==> config.mk <==
export PLATFORM = sky130hd
export DESIGN_NAME = micro_sequencer
export DESIGN_NICKNAME = d
export VERILOG_FILES = /design/src/rtl/micro_sequencer.sv
export SDC_FILE = /design/constraint.sdc
export NUM_CORES = 1
export LEC_CHECK = 0
export CAP_MARGIN = 10
export CORE_ASPECT_RATIO = 1.25
export CORE_MARGIN = 8
export CORE_UTILIZATION = 50
export CTS_BUF_LIST = sky130_fd_sc_hd__clkbuf_8
export CTS_CLUSTER_SIZE = 24
export DETAILED_ROUTE_END_ITERATION = 10
export MAX_ROUTING_LAYER = met4
export PLACE_DENSITY = 0.78
export SYNTH_ARGS = -nofsm -noshare
export SYNTH_HDL_FRONTEND = slang
export SYNTH_SLANG_ARGS = --single-unit
==> constraint.sdc <==
create_clock -name clk -period 2.28 [get_ports clk]
set_clock_uncertainty 0.15 [all_clocks]
set_input_delay 0.456 -clock clk [delete_from_list [all_inputs] [get_ports clk]]
set_output_delay 0.456 -clock clk [all_outputs]
set_load 0.01 [all_outputs]
==> src/rtl/micro_sequencer.sv <==
// micro_sequencer: fetch/decode/execute control unit for the 4-bit-address,
// 8-bit-data CPU datapath (PC, MAR, RAM, IR, A/B registers, ALU).
//
// A Moore state machine walks each instruction through fetch, decode and
// execute. It waits on the RAM ready handshake in both read states and
// holds MUL/DIV for MULDIV_CYCLES cycles. Every strobe is a registered decode
// of the state being entered, so it lines up with the registered state and
// has no glitches. Reset is asynchronous and active-low, so the strobes drop
// as soon as reset goes low.
//
// Optional build macro:
//   CPUF_SINGLE_STEP_EN - adds step_mode/step inputs and the PAUSE state.
//                         Completions park in PAUSE while step_mode=1.
//
// Ports:
//   clk, reset           rising-edge clock, async active-low reset
//   run                  level, leaves IDLE while high (ignored elsewhere)
//   ir_op[3:0]           opcode field from the instruction register
//   ram_ready            RAM read data valid (only looked at in F_RD/EX_RD)
//   step_mode, step      single-step controls (CPUF_SINGLE_STEP_EN only)
//   pc_out .. b_load     one-hot datapath control strobes
//   halted               in HALT
//   illegal_op           sticky, undefined opcode decoded
//   mem_timeout          sticky, ram_ready wait exceeded WAIT_MAX
//   instr_count[7:0]     retired instructions, wraps
//   state[3:0]           current state encoding (debug)

module micro_sequencer #(
    parameter int unsigned WAIT_MAX      = 15,
    parameter int unsigned MULDIV_CYCLES = 4
) (
    input  logic       clk,
    input  logic       reset,
    input  logic       run,
    input  logic [3:0] ir_op,
    input  logic       ram_ready,
`ifdef CPUF_SINGLE_STEP_EN
    input  logic       step_mode,
    input  logic       step,
`endif
    output logic       pc_out,
    output logic       mar_load,
    output logic       ram_rd_i,
    output logic       ir_load,
    output logic       pc_inc,
    output logic       pc_load,
    output logic       ram_rd_a,
    output logic       ram_rd_b,
    output logic       a_out,
    output logic       alu_add,
    output logic       alu_sub,
    output logic       alu_mul,
    output logic       alu_div,
    output logic       b_load,
    output logic       halted,
    output logic       illegal_op,
    output logic       mem_timeout,
    output logic [7:0] instr_count,
    output logic [3:0] state
);

    localparam int unsigned OP_W   = 4;
    localparam int unsigned CNT_W  = 8;
    localparam int unsigned MD_W   = 4;
    localparam int unsigned STRB_W = 14;

    // Bit positions of the strobe vector
    localparam int unsigned SB_PC_OUT   = 13;
    localparam int unsigned SB_MAR_LOAD = 12;
    localparam int unsigned SB_RAM_RD_I = 11;
    localparam int unsigned SB_IR_LOAD  = 10;
    localparam int unsigned SB_PC_INC   = 9;
    localparam int unsigned SB_PC_LOAD  = 8;
    localparam int unsigned SB_RAM_RD_A = 7;
    localparam int unsigned SB_RAM_RD_B = 6;
    localparam int unsigned SB_A_OUT    = 5;
    localparam int unsigned SB_ALU_ADD  = 4;
    localparam int unsigned SB_ALU_SUB  = 3;
    localparam int unsigned SB_ALU_MUL  = 2;
    localparam int unsigned SB_ALU_DIV  = 1;
    localparam int unsigned SB_B_LOAD   = 0;

    localparam logic [OP_W-1:0] OP_NOP = 4'b0000;
    localparam logic [OP_W-1:0] OP_SUB = 4'b0001;
    localparam logic [OP_W-1:0] OP_ADD = 4'b0010;
    localparam logic [OP_W-1:0] OP_LDB = 4'b0100;
    localparam logic [OP_W-1:0] OP_LDA = 4'b1000;
    localparam logic [OP_W-1:0] OP_JMP = 4'b1001;
    localparam logic [OP_W-1:0] OP_DIV = 4'b1010;
    localparam logic [OP_W-1:0] OP_MUL = 4'b1100;
    localparam logic [OP_W-1:0] OP_HLT = 4'b1111;

    localparam logic [CNT_W-1:0] WAIT_LIMIT = CNT_W'(WAIT_MAX);
    localparam logic [MD_W-1:0]  MD_LAST    = MD_W'(MULDIV_CYCLES - 1);

    typedef enum logic [3:0] {
        S_IDLE   = 4'd0,
        S_F_ADDR = 4'd1,
        S_F_RD   = 4'd2,
        S_F_IR   = 4'd3,
        S_DECODE = 4'd4,
        S_EX_RD  = 4'd5,
        S_EX_ALU = 4'd6,
        S_EX_MD  = 4'd7,
        S_EX_JMP = 4'd8,
        S_HALT   = 4'd9
`ifdef CPUF_SINGLE_STEP_EN
        , S_PAUSE = 4'd10
`endif
    } state_t;

    state_t              state_q, state_n;
    state_t              done_tgt;
    logic [OP_W-1:0]     op_q, op_n;
    logic [CNT_W-1:0]    wait_q, wait_n, wait_inc;
    logic [MD_W-1:0]     md_q, md_n;
    logic [CNT_W-1:0]    count_n;
    logic                illegal_n, timeout_n, halted_n;
    logic                retire;
    logic [STRB_W-1:0]   strb_q, strb_n;

    // Where a finished instruction goes next
`ifdef CPUF_SINGLE_STEP_EN
    assign done_tgt = step_mode ? S_PAUSE : S_F_ADDR;
`else
    assign done_tgt = S_F_ADDR;
`endif

    assign wait_inc = wait_q + CNT_W'(1);

    // Next-state, counters, sticky flags and strobe decode of the next state
    always_comb begin
        state_n   = state_q;
        op_n      = op_q;
        wait_n    = wait_q;
        md_n      = md_q;
        illegal_n = illegal_op;
        timeout_n = mem_timeout;
        retire    = 1'b0;

        case (state_q)
            S_IDLE: begin
                if (run) begin
                    state_n = S_F_ADDR;
                end
            end
            S_F_ADDR: begin
                state_n = S_F_RD;
                wait_n  = '0;
            end
            S_F_RD: begin
                // ram_ready wins over a timeout that would land on the same cycle
                if (ram_ready) begin
                    state_n = S_F_IR;
                end else begin
                    wait_n = wait_inc;
                    if (wait_inc == WAIT_LIMIT) begin
                        timeout_n = 1'b1;
                        state_n   = S_HALT;
                    end
                end
            end
            S_F_IR: begin
                state_n = S_DECODE;
            end
            S_DECODE: begin
                op_n = ir_op;
                case (ir_op)
                    OP_LDA, OP_LDB: begin
                        state_n = S_EX_RD;
                        wait_n  = '0;
                    end
                    OP_ADD, OP_SUB: state_n = S_EX_ALU;
                    OP_MUL, OP_DIV: begin
                        state_n = S_EX_MD;
                        md_n    = '0;
                    end
                    OP_JMP: state_n = S_EX_JMP;
                    OP_HLT: state_n = S_HALT;
                    OP_NOP: begin
                        state_n = done_tgt;
                        retire  = 1'b1;
                    end
                    default: begin
                        illegal_n = 1'b1;
                        state_n   = S_HALT;
                    end
                endcase
            end
            S_EX_RD: begin
                if (ram_ready) begin
                    state_n = done_tgt;
                    retire  = 1'b1;
                end else begin
                    wait_n = wait_inc;
                    if (wait_inc == WAIT_LIMIT) begin
                        timeout_n = 1'b1;
                        state_n   = S_HALT;
                    end
                end
            end
            S_EX_ALU, S_EX_JMP: begin
                state_n = done_tgt;
                retire  = 1'b1;
            end
            S_EX_MD: begin
                if (md_q == MD_LAST) begin
                    state_n = done_tgt;
                    retire  = 1'b1;
                end else begin
                    md_n = md_q + MD_W'(1);
                end
            end
            S_HALT: begin
                state_n = S_HALT;
            end
`ifdef CPUF_SINGLE_STEP_EN
            S_PAUSE: begin
                if (step || !step_mode) begin
                    state_n = S_F_ADDR;
                end
            end
`endif
            default: begin
                state_n = S_IDLE;
            end
        endcase

        count_n = retire ? (instr_count + CNT_W'(1)) : instr_count;

        // Strobes are a decode of the state being entered, registered below
        strb_n                = '0;
        strb_n[SB_PC_OUT]     = (state_n == S_F_ADDR);
        strb_n[SB_MAR_LOAD]   = (state_n == S_F_ADDR);
        strb_n[SB_RAM_RD_I]   = (state_n == S_F_RD);
        strb_n[SB_IR_LOAD]    = (state_n == S_F_IR);
        strb_n[SB_PC_INC]     = (state_n == S_F_IR);
        strb_n[SB_PC_LOAD]    = (state_n == S_EX_JMP);
        strb_n[SB_RAM_RD_A]   = (state_n == S_EX_RD) && (op_n == OP_LDA);
        strb_n[SB_RAM_RD_B]   = (state_n == S_EX_RD) && (op_n == OP_LDB);
        strb_n[SB_A_OUT]      = (state_n == S_EX_ALU) || (state_n == S_EX_MD);
        strb_n[SB_ALU_ADD]    = (state_n == S_EX_ALU) && (op_n == OP_ADD);
        strb_n[SB_ALU_SUB]    = (state_n == S_EX_ALU) && (op_n == OP_SUB);
        strb_n[SB_ALU_MUL]    = (state_n == S_EX_MD) && (op_n == OP_MUL);
        strb_n[SB_ALU_DIV]    = (state_n == S_EX_MD) && (op_n == OP_DIV);
        strb_n[SB_B_LOAD]     = (state_n == S_EX_ALU) ||
                                ((state_n == S_EX_MD) && (md_n == MD_LAST));
        halted_n              = (state_n == S_HALT);
    end

    // State, counters, flags and output registers
    always_ff @(posedge clk or negedge reset) begin
        if (!reset) begin
            state_q     <= S_IDLE;
            op_q        <= '0;
            wait_q      <= '0;
            md_q        <= '0;
            instr_count <= '0;
            illegal_op  <= 1'b0;
            mem_timeout <= 1'b0;
            halted      <= 1'b0;
            strb_q      <= '0;
        end else begin
            state_q     <= state_n;
            op_q        <= op_n;
            wait_q      <= wait_n;
            md_q        <= md_n;
            instr_count <= count_n;
            illegal_op  <= illegal_n;
            mem_timeout <= timeout_n;
            halted      <= halted_n;
            strb_q      <= strb_n;
        end
    end

    assign pc_out   = strb_q[SB_PC_OUT];
    assign mar_load = strb_q[SB_MAR_LOAD];
    assign ram_rd_i = strb_q[SB_RAM_RD_I];
    assign ir_load  = strb_q[SB_IR_LOAD];
    assign pc_inc   = strb_q[SB_PC_INC];
    assign pc_load  = strb_q[SB_PC_LOAD];
    assign ram_rd_a = strb_q[SB_RAM_RD_A];
    assign ram_rd_b = strb_q[SB_RAM_RD_B];
    assign a_out    = strb_q[SB_A_OUT];
    assign alu_add  = strb_q[SB_ALU_ADD];
    assign alu_sub  = strb_q[SB_ALU_SUB];
    assign alu_mul  = strb_q[SB_ALU_MUL];
    assign alu_div  = strb_q[SB_ALU_DIV];
    assign b_load   = strb_q[SB_B_LOAD];
    assign state    = state_q;

endmodule

# Word-level counts from Yosys, hierarchy flattened
# Cells that the tools add are included.
# op_classes
n_bitwise,2
mux,18
eq_ne,36
addsub,3
n_reduce_logical,21
# ops
cell,n
$eq A4 B4 Y1 const B,12
$eq A4 B3 Y1 const B,9
$pmux W4 S9,1
$eq A4 B2 Y1 const B,8
$mux W4,8
$pmux W8 S3,1
$pmux W4 S5,1
$add A8 B1 Y8 const B,2
$eq A4 B1 Y1 const B,4
$mux W8,2
$reduce_or A2 Y1,5
$reduce_or A9 Y1,1
$eq A8 B4 Y1 const B,1
$logic_not A4 Y1,2
$pmux W4 S2,1
$logic_and A1 B1 Y1,7
$reduce_and A3 Y1,2
$add A4 B1 Y4 const B,1
$ne A2 B2 Y1 const B,2
$pmux W1 S4,1
$mux W1,3
$reduce_bool A3 Y1,1
$logic_or A1 B1 Y1,2
$not A1 Y1,2
$reduce_and A2 Y1,1
# word_totals
word_cells,89
inputBits,8
regBits,44

# Longest topological paths before layout
# depth
depth_word,8
ltp_mapped,8
depth_no_buf,7

# Least setup slack after synthesis
# No wires, ideal clock.
# synth_path
path_type,register -> register
startpoint,reg wait_q[0]
endpoint,reg strb_q[12]
required_ns,2.034
stages_incl_launch_ff,9
slack_ns,-0.075
period_less_slack_ns,2.355
path_buffers,1
arrival_time_ns,2.109
setup_ns,0.096
path_cell_list,dfrtp_1 -> inv_1 -> ha_1 -> or4b_4 -> nor3_4 -> a211oi_1 -> or3_1 -> buf_6 -> nor4_2
# synth_between
elab_chain_cells,6
# synth_lines
item,line_no,text
start: declaration,115,"logic [CNT_W-1:0] wait_q, wait_n, wait_inc;"
start signal: assignment,266,wait_q <= wait_n;
$add A8 B1 Y8 (*),129,assign wait_inc = wait_q + CNT_W'(1);
$eq A8 B4 Y1 (*),"157, 196",
$mux W4 (*),"157, 196",
"$mux W4, on equally long branches","191, 153",
$pmux W4 S9 (*),141,case (state_q)
net state_n[2],112,"state_t state_q, state_n;"
$eq A4 B1 Y1 (*),234,strb_n[SB_MAR_LOAD] = (state_n == S_F_ADDR);
net strb_n[12],120,"logic [STRB_W-1:0] strb_q, strb_n;"
end signal: assignment,272,strb_q <= strb_n;
end: declaration,120,
# Mark *: on every way through the listed nets, which the timed path passes. The rest lies on a longest branch.
# A chain may end at the register's enable or synchronous reset.

# Worst setup path in the final report
# layout_path
startpoint,reg wait_q[0]
endpoint,reg strb_q[0]
# layout_between
elab_chain_cells,8
# layout_lines
item,line_no,text
$add A8 B1 Y8 (*),129,
$eq A8 B4 Y1 (*),"157, 196",
$mux W4 (*),"157, 196",
"$mux W4, on equally long branches","191, 153",
$pmux W4 S9 (*),141,
$eq A4 B3 Y1,247,((state_n == S_EX_MD) && (md_n == MD_LAST));
$logic_and A1 B1 Y1,247,
$logic_or A1 B1 Y1 (*),246,strb_n[SB_B_LOAD] = (state_n == S_EX_ALU) ||
net strb_n[0],120,
# Marked as above.

==> reports/qor.csv <==
stage,metric,value,unit
outcome,status,finished with violations,
outcome,failing checks,negative setup slack,
logic_synthesis,"Seq/Total Area, Yosys",47.46,%
place,Port Buffers,36,
floorplan,die area,6959,sq um
detailed_routing,drt first pass iters,4,
timing,final hold vios,0,
global_routing,antenna violations before repair,0,
floorplan,Initial Util,51.62,%
power,Switching Share,36.66,%
detailed_routing,vias per cell,5.536,
timing,Slew Limit Fails,0,
global_routing,first-pass GRT wire length,9.059,mm
logic_synthesis,Seq cells post-synth,43,
cts,clk slew on worst S/H paths,0.08,ns
logic_synthesis,mapped cell area,2267,sq um
power,P_leak,1.381,nW
logic_synthesis,most common cell in the synthesized netlist,dfrtp_1,
setup_path,R2R Path Start,wait_q[0]$_DFFE_PN0P_,
floorplan,Rows,27,
detailed_routing,Wirelength per Cell,14.67,microns
logic_synthesis,fraction of registers with async set/reset,100.0,%
detailed_routing,remaining antenna violation count,0,
cts,total CTS buffers,5,
global_routing,largest net degree at the start of global routing,44,
floorplan,# IOs,37,
place,DP HPWL,3.994,mm
setup_path,Setup crit start,wait_q[0]$_DFFE_PN0P_,
cts,H-tree Lvls,2,
worst_hold_path,Min-Delay Path Class,in2async,
timing,final setup vio count,8,
floorplan,Core Area,4392,sq um
timing,worst relative slew slack,64.49,%
detailed_routing,vias,1982,
detailed_routing,post-route DRC violation count,0,
floorplan,Die Wd,76.23,microns
layout,nets,311,
timing,slew at the pin closest to its max-slew limit,0.5326,ns
logic_synthesis,Yosys top cell by area,dfrtp_1,
power,pwr/cell area,1067,nW/um^2
power,Seq pwr share,33.0,%
global_routing,grt ovf,0,
place,DP Worst Slack,-0.2606,ns
layout,Area growth syn-to-layout,37.47,%
power,Internal Power,0.002106,W
layout,post-layout util,70.97,%
timing,Hold Slack,0.05921,ns
logic_synthesis,"Top FF cell, synth",dfrtp_1,
power,clock power share,17.8,%
setup_path,CP Capture Type,flip-flop,
power,maximum vdd drop,0.0005627,V
timing,RSZ-0062 raised after global routing,yes,
power,Gate power share,49.2,%
timing,crit path time final,2.340,ns
setup_path,maximum fanout along the worst path,8,
setup_path,Worst setup SP type,flip-flop,
logic_synthesis,Post-Synthesis Cells,224,
cts,CTS Buffer Depth,2,
global_routing,vias in the first global route,1949,
setup_path,worst path arrival time,2.38,ns
logic_synthesis,Synth Area per Inst,10.12,sq um
cts,Clock Root Buffer,clkbuf_8,
logic_synthesis,Yosys cell types,53,
run,# Max-Cap Violations,0,
place,placer congestion estimate,0.8493,
detailed_routing,final wirelength,5.252,mm
timing,setup slack after layout,-0.05997,ns
logic_synthesis,post-synth net total,236,
layout,ant diodes,0,
global_routing,Tot GR Track Use,16.24,%
logic_synthesis,share of the synthesized area in the top cell type,47.46,%
timing,fin crit share,102.6,%
floorplan,Die Ht,91.29,microns
cts,clk_lat worst skew,0.30,ns
logic_synthesis,Synth top cells by count,"43 x dfrtp_1, 20 x nand2_1, 16 x nor2_1, 14 x o21ai_0, 13 x inv_1",
logic_synthesis,count of flip-flops with a built-in enable after synthesis,0,
cts,CTS tree,built,
logic_synthesis,YS warnings,0,
setup_path,CP Class,reg2reg,
power,NetSw,0.001219,W
cts,clock sinks,43,
timing,fmax,427.4,MHz
layout,share of layout cells above drive strength 1,26.00,%
detailed_routing,Iter 0 DRT Violations,104,
setup_path,Crit path required time,2.32,ns
logic_synthesis,top post-synthesis cells by area,"dfrtp_1 47%, xnor2_1 3.5%, nand2_1 3.3%, o21ai_0 3.1%, nor2_1 2.6%",
-- routing by layer --
| layer | wire length (microns) | track usage [%] | vias up |
|---|---|---|---|
| li1 | - | - | 948 |
| met1 | 2183 | 17.66 | 992 |
| met2 | 2736 | 27.70 | 37 |
| met3 | 270 | 4.931 | 5 |
| met4 | 61 | 5.145 | 0 |
| met5 | 0 | - | - |
-- worst max-delay path, stage by stage (launching register included) --
cell and delay [ns]:
dfrtp_1 0.38, inv_1 0.06, ha_1 0.14, or4b_4 0.47, nor3_4 0.19, nand3_1 0.10, a221o_2 0.45, a31o_2 0.27
-- logic make-up after synthesis --
| family | Yosys count | share of synthesized area (%) |
|---|---|---|
| compound gates | 45 | 13.69 |
| xor+xnor | 13 | 5.022 |
| fa+ha+maj | 4 | 2.208 |
| buf+inv | 25 | 6.180 |
| flops | 43 | 47.46 |
| mux | 5 | 2.373 |
| simple gates | 89 | 23.07 |
-- power groups by stage --
stage	Sequential (W)	Clock, W	Combinational [W]
3_3_place_gp	0.00110	0	0.00149
4_1_cts	0.00110	0.000612	0.00160
5_1_grt	0.00112	0.000636	0.00180
2_1_floorplan	0.00115	0	0.000849
3_5_place_dp	0.00112	0	0.00153
6_report	0.00110	0.000592	0.00164
-- area by class of cell --
class	count	area, sq um
flip-flops and latches	43	1076
fillers	338	1275
clock buffers	5	68.82
repair buffers	80	696.9
well taps	58	72.57
inverters	13	48.80
multi-input cells	156	1110
clock inverters	3	43.79
-- flip-flops by register name (all words and copies together), names as in the netlist --
register and count:
strb_q 12, instr_count 8, wait_q 8, md_q 4, op_q 4, state 4
halted 1, illegal_op 1, mem_timeout 1
-- stage by stage --
| step | instances | total power [W] | cell area (sq um) | setup TNS (ns) |
|---|---|---|---|---|
| final | 358 | 0.003325 | 3117 | -0.2876 |
| after global routing | 358 | 0.003559 | 3117 | -1.089 |
| after CTS | 358 | 0.003307 | 3088 | -0.8135 |
| after detailed placement | 348 | 0.002645 | 2924 | -3.228 |
| after global placement | 348 | 0.002592 | 2924 | -2.557 |
| after floorplan | 224 | 0.002004 | 2272 | -0.02761 |
-- worst paths after layout --
check                                        endpoint  slack [ns]  cells after the start
min in group clk           instr_count[7]$_DFFE_PN0P_        0.32                      1
setup / recovery                  strb_q[0]$_DFF_PN0_       -0.06                      7
max in group asynchronous      illegal_op$_DFFE_PN0P_        1.55                      2
setup reg to reg                  strb_q[0]$_DFF_PN0_       -0.06                      7
hold / removal                      md_q[2]$_DFF_PN0_        0.06                      2
hold reg to reg            instr_count[7]$_DFFE_PN0P_        0.32                      1
-- repair_timing --
item                                    CTS  global route
setup buffers                             2             0
resized for setup                         7             7
pin swaps                                 8             3
hold buffers                              0             0
endpoints found under the setup margin    9            13
-- cell usage in the layout (no fill, tap or decap), types with 3 or more instances in the layout --
cell	count
a21oi_1	4
a22oi_1	3
and3_1	5
buf_4	41
buf_6	3
clkbuf_8	5
clkdlybuf4s50_1	35
dfrtp_1	43
ha_1	3
inv_1	13
mux2_2	3
nand2_1	20
nand2b_1	3
nand3_1	10
nand4_1	5
nor2_1	16
nor2b_1	4
o211ai_1	3
o21ai_0	13
xnor2_1	8
xor2_1	4
Note: power is estimated with default switching activity, not from simulation.
==> RTL edit 1, RTL diff (config.mk and constraints unchanged) <==
Make the reset (`reset`) synchronous in one clocked block. Comments in the files are not updated.
--- a/src/rtl/micro_sequencer.sv
+++ b/src/rtl/micro_sequencer.sv
@@ -250,5 +250,5 @@
 
     // State, counters, flags and output registers
-    always_ff @(posedge clk or negedge reset) begin
+    always_ff @(posedge clk) begin
         if (!reset) begin
             state_q     <= S_IDLE;
Behaviour: differs if reset is asserted again (counterexample within 4 cycles, from zero or initial values and one cycle with reset low); with reset held inactive, the same outputs for 10 cycles.
==> RTL edit 1 against the original RTL <==
Wire length is 31% higher. Sequential cell count stayed put. Sequential share of layout area is 8.8 points lower. Die area is 6.7% higher. Design area is 8.0% higher. Area after synthesis is 8.4% higher. Non-clock buffer count is 4 higher. Via count is 21% higher. Worst setup slack better by 130 ps. Maximum frequency is 6.0% higher.
Power is not compared: it rests on default switching activity, and its combinational part moved more than twofold at a synthesized area within 25%.
==> RTL edit 1: results (changes against the original RTL) <==
Primary FF master, synth=dfxtp_1; Worst Max-Slew Pin Slew=565 ps (+32.1 ps); fin nets=362 (+16%); largest net degree at the start of global routing=26 (-41%); dpl cell area=0.00314 sq mm (+7.3%); CP Max Fanout=5 (-3); global-route wire length before repair=10600 um (+18%); outcome=finished, final reports clean; synth cell count leaders=43 x dfxtp_1, 22 x nor2_1, 19 x a21oi_1, 13 x nand2_1, 13 x o21ai_0; slowest stage cell, crit path=dfxtp_2; sequential share of the synthesized area=35.0% (-12 points); Reg2Reg Depth=9 (+2); number of port buffers=36 (unchanged); Hold Path Depth=1; number of global-route vias before repair=2315 (+19%); clock buffer count from CTS=5 (unchanged); Iteration-0 DRC Markers=106 (+1.9%); fraction of layout cells with a size suffix above 1=27.9% (+1.9 points); Arr. time, crit path=2260 ps (-120 ps); # H-tree levels=2 (unchanged); hold_sp=illegal_op; worst ir drop on vdd=0.000336 V; worst r2r src=md_q[1]; reg2reg setup slack=70 ps (+130 ps); drt first pass iters=5 (+1); global-route usage over all layers=18.3% (+2.1 points); worst min-delay path category=register to register; terminus of the critical flop-to-flop path=strb_q[6]; Clock Latency Late Sink=300 ps (about the same); Post-Syn Nets=289 (+22%); gpl congestion=0.887 (+4.4%); Synth cell types=67 (+26%); Async SR Flop Fraction=0% (-100 points); WL final=6890 um (+31%); hold endpoint=illegal_op; Largest delay share family, worst path=compound AO/OA/AOI/OAI gates; largest registers=strb_q (12), instr_count (8), wait_q (8); Root Buffer=clkbuf_8; vias per inst=5.84 (+5.4%); synth warn=0 (unchanged); post-DP HPWL=4920 um (+23%); top cells by area, synth=dfxtp_1 35%, a21oi_1 3.9%, a2111oi_4 3.4%, nor2_1 3.4%, o31ai_1 2.7%; Largest stage delay, worst path=340 ps (-130 ps)
-- RTL edit 1: changes by cell type after synthesis, moves of 4 or more --
cell	before	now
o31ai_1	3	9
dfrtp_1	43	0
nand2b_1	3	7
a21oi_1	4	19
or2_2	0	4
dfxtp_1	0	43
buf_2	1	7
nor2_1	16	22
nand2_1	20	13
inv_1	13	8
-- RTL edit 1: worst max-delay path by stage --
stage,startpoint,slack (ps),end,depth (start not counted)
final,md_q[1],70,strb_q[6],9
after global routing,state[0],-30,strb_q[8],6
after CTS,state[3],0.2,state[3],2
after detailed placement,ir_op[1],-470,strb_q[3],6
after global placement,ir_op[1],-450,strb_q[11],6
after floorplan,md_q[0],50,strb_q[10],6
-- RTL edit 1: per-stage QoR --
| step | cells | hold slack (ps) | setup TNS, ps | setup slack, ps |
|---|---|---|---|---|
| global placement | 401 | 307 | -9670 | -448 |
| CTS | 409 | 340 | 0 | 0.182 |
| detailed placement | 401 | 314 | -10450 | -474 |
| floorplan | 277 | 307 | 0 | 53.5 |
| global route | 411 | 370 | -63.6 | -26.9 |
| finish | 411 | 329 | 0 | 73.3 |
-- RTL edit 1: logic make-up after synthesis --
logic type	after synthesis	synth area share (%)
buffers and inverters	27	5.45
multiplexers	5	2.55
adder cells (fa/ha/maj)	4	2.04
XOR/XNOR	9	3.21
AND/OR/NAND/NOR	115	28.7
flip-flops	43	35.0
AO/OA/AOI/OAI	74	23.0
-- RTL edit 1: worst register-to-register path, cell delays in order (launching register included) --
cell,delay [ps]
dfxtp_2,340
ha_1,180
nor3b_1,130
buf_4,150
a211o_1,280
o22ai_2,250
buf_4,160
o31ai_1,70
buf_4,170
nor4_2,230
-- RTL edit 1: layout make-up --
type | count | area [sq um]
Multi-Input combinational cell | 207 | 1580
Fill cell | 358 | 1360
Sequential cell | 43 | 865
Timing Repair Buffer | 84 | 724
Tap cell | 60 | 75.1
Clock buffer | 5 | 68.8
Inverter | 9 | 33.8
Clock inverter | 3 | 23.8
-- RTL edit 1: repair_timing --
item / in CTS / in global routing
cloned: 0 / 1
pin swaps: 2 / 3
gates resized for setup: 8 / 21
hold buffers: 0 / 0
setup endpoints to repair: 21 / 30
setup buffers: 0 / 1
-- RTL edit 1: per-layer routing --
metal	global-route usage, %	vias up	part of all wire [%]
li1	-	1171	-
met1	18.7	1136	40
met4	9.44	0	2.4
met2	32.8	79	52
met5	-	-	0
met3	3.23	13	5.5
-- RTL edit 1: power by group --
part	internal [mW]	switching [mW]	leakage (nW)
clock	0.219	0.279	0.0408
sequential	0.761	0.0132	0.348
combinational	0.135	0.154	0.846
total	1.11	0.446	1.24
==> RTL edit 2, RTL diff (same flow settings) <==
Made on the original files. Set the localparam `MD_W` to 3 (it was 4).
--- a/src/rtl/micro_sequencer.sv
+++ b/src/rtl/micro_sequencer.sv
@@ -62,5 +62,5 @@
     localparam int unsigned OP_W   = 4;
     localparam int unsigned CNT_W  = 8;
-    localparam int unsigned MD_W   = 4;
+    localparam int unsigned MD_W   = 3;
     localparam int unsigned STRB_W = 14;
 
Function: same outputs for any inputs over 10 cycles, from zero or initial values and one cycle with reset low; that may be too few to reach the edited logic, so the function may still have changed.
==> RTL edit 2 against the original RTL <==
Area after synthesis grew 2.7%. Worst setup slack improved by 110 ps. Total power fell by 3.7%. Sequential cell count decreased by 1. Wire length is 0.53% lower. Combinational power down 12%. Design area shrank 0.60%. Critical path depth rose by 1. Clock power increased by 19%. Die area rose by 2.2%. Count of clock-buffer cells in the layout did not move. Critical path type is now input port to register. Critical endpoint is now strb_q[7].
==> RTL edit 2: results (changes against the original RTL) <==
outcome=finished, final reports clean; worst min-delay path category=register to register; Async SR Flop Fraction=100% (unchanged); drt first pass iters=5 (+1); Iteration-0 DRC Markers=64 (-38%); Fin Hold WS=320 ps (+260 ps); largest registers=strb_q (12), instr_count (8), wait_q (8); fin nets=298 (-4.2%); post-DP HPWL=3860 um (-3.4%); vias per inst=5.37 (-3.0%); worst ir drop on vdd=0.000850 V (+51%); hold_sp=instr_count[7]; fraction of layout cells with a size suffix above 1=27.9% (+1.9 points); Root Buffer=clkbuf_8; Post-synth EDFFs=0 (unchanged); Worst Max-Slew Pin Slew=402 ps (-130 ps); area grow syn2layout=33.0%; synth warn=0 (unchanged); grt ovf=0 (unchanged); top cells by area, synth=dfrtp_1 45%, xnor2_1 3.0%, o21ai_0 2.6%, nand2_1 2.3%, ha_1 2.1%; Hold Path Depth=1; clock slew at reported path FFs=80 ps (about the same); Arr. time, crit path=2270 ps (-110 ps); global-route usage over all layers=15.8% (-0.46 points); dpl cell area=0.00293 sq mm (+0.17%); clock buffer count from CTS=5 (unchanged); # H-tree levels=2 (unchanged); static leakage=1.38 nW (-0.25%); hold endpoint=instr_count[7]; terminus of the critical flop-to-flop path=strb_q[7]; number of fill cells=354 (+4.7%); # diodes=0 (unchanged); number of port buffers=36 (unchanged); Post-Syn Nets=230 (-2.5%); WL final=5220 um (-0.53%); Synth top area share=45.1% (-2.3 points); gpl congestion=0.857 (+0.86%); Primary FF master, synth=dfrtp_1; CP Max Fanout=5 (-3); largest net degree at the start of global routing=43 (-2.3%); reg2reg setup slack=90 ps (+150 ps); number of global-route vias before repair=1883 (-3.4%); Clock Latency Late Sink=300 ps (about the same); sequential share of the synthesized area=45.1% (-2.3 points); initial antenna violation count=0 (unchanged); Synth cell types=64 (+21%); global-route wire length before repair=8910 um (-1.7%); Longest Clk Path Bufs=2 (unchanged); synth cell count leaders=42 x dfrtp_1, 14 x nand2_1, 12 x nor2_1, 12 x o21ai_0, 10 x nand3_1; Reg2Reg Depth=8 (+1); worst r2r src=md_q[0]
[RTL edit 2: cell types whose count changed in the layout (fill, tap and decap cells not counted), sizes merged, moves of 3 or more]
| cell | change |
|---|---|
| buf | -6 |
| nand2 | -5 |
| a21oi | +4 |
| inv | -4 |
| nor2b | +4 |
| a22oi | -3 |
| nor2 | -3 |
| o211ai | -3 |
| or2 | +3 |
[RTL edit 2: repair_timing]
item	4_1_cts	5_1_grt
setup buffers	0	1
resized for setup	0	7
endpoints found under the hold margin	42	0
setup endpoints to repair	0	11
hold buffers	1	0
[RTL edit 2: worst max-delay path, stage by stage]
cell             delay, ps
clkdlybuf4s50_1        500
xor2_1                 210
nand3_2                 90
o311ai_1               110
or3b_2                 530
a31oi_4                180
buf_4                  160
nor4_2                  40
[RTL edit 2: layout make-up]
class / instances / share of cell area, %
Clock buffer: 5 / 2.22
Inverter: 10 / 1.37
Multi-Input combinational cell: 152 / 36.3
Timing Repair Buffer: 75 / 21.5
Sequential cell: 42 / 34.0
Clock inverter: 3 / 2.22
Tap cell: 58 / 2.34
[RTL edit 2: through the flow]
step                cells  worst slack (ps)
floorplan             218               153
global placement      335              -241
detailed placement    335              -281
CTS                   344              37.7
global route          345              7.12
finish                345              46.2
[RTL edit 2: cell families after synthesis]
| family | after synthesis | synth area share [%] |
|---|---|---|
| XOR/XNOR | 13 | 4.89 |
| multiplexers | 6 | 2.69 |
| flip-flops | 42 | 45.1 |
| adder cells (fa/ha/maj) | 4 | 2.15 |
| buffers and inverters | 24 | 6.88 |
| AO/OA/AOI/OAI | 43 | 13.8 |
| AND/OR/NAND/NOR | 86 | 24.4 |
[RTL edit 2: worst max-delay path by stage]
| stage | start | to | depth (start not counted) |
|---|---|---|---|
| after floorplan | ir_op[1] | strb_q[12] | 8 |
| after global placement | ir_op[2] | instr_count[5] | 7 |
| after detailed placement | ir_op[2] | instr_count[4] | 7 |
| after CTS | ir_op[2] | strb_q[6] | 7 |
| after global routing | ir_op[3] | instr_count[4] | 7 |
| final | ir_op[1] | strb_q[7] | 8 |
[RTL edit 2: per-layer routing]
layer / GRT usage [%] / wire length, um
met3: 3.58 / 210
met4: 7.26 / 123
met5: - / 0
met1: 18.2 / 2300
met2: 25.7 / 2590
[RTL edit 2: where the power goes]
group          internal [mW]  switching (mW)
Clock                  0.439           0.264
Sequential             0.911           0.135
Combinational          0.727           0.725
Total                   2.08            1.12
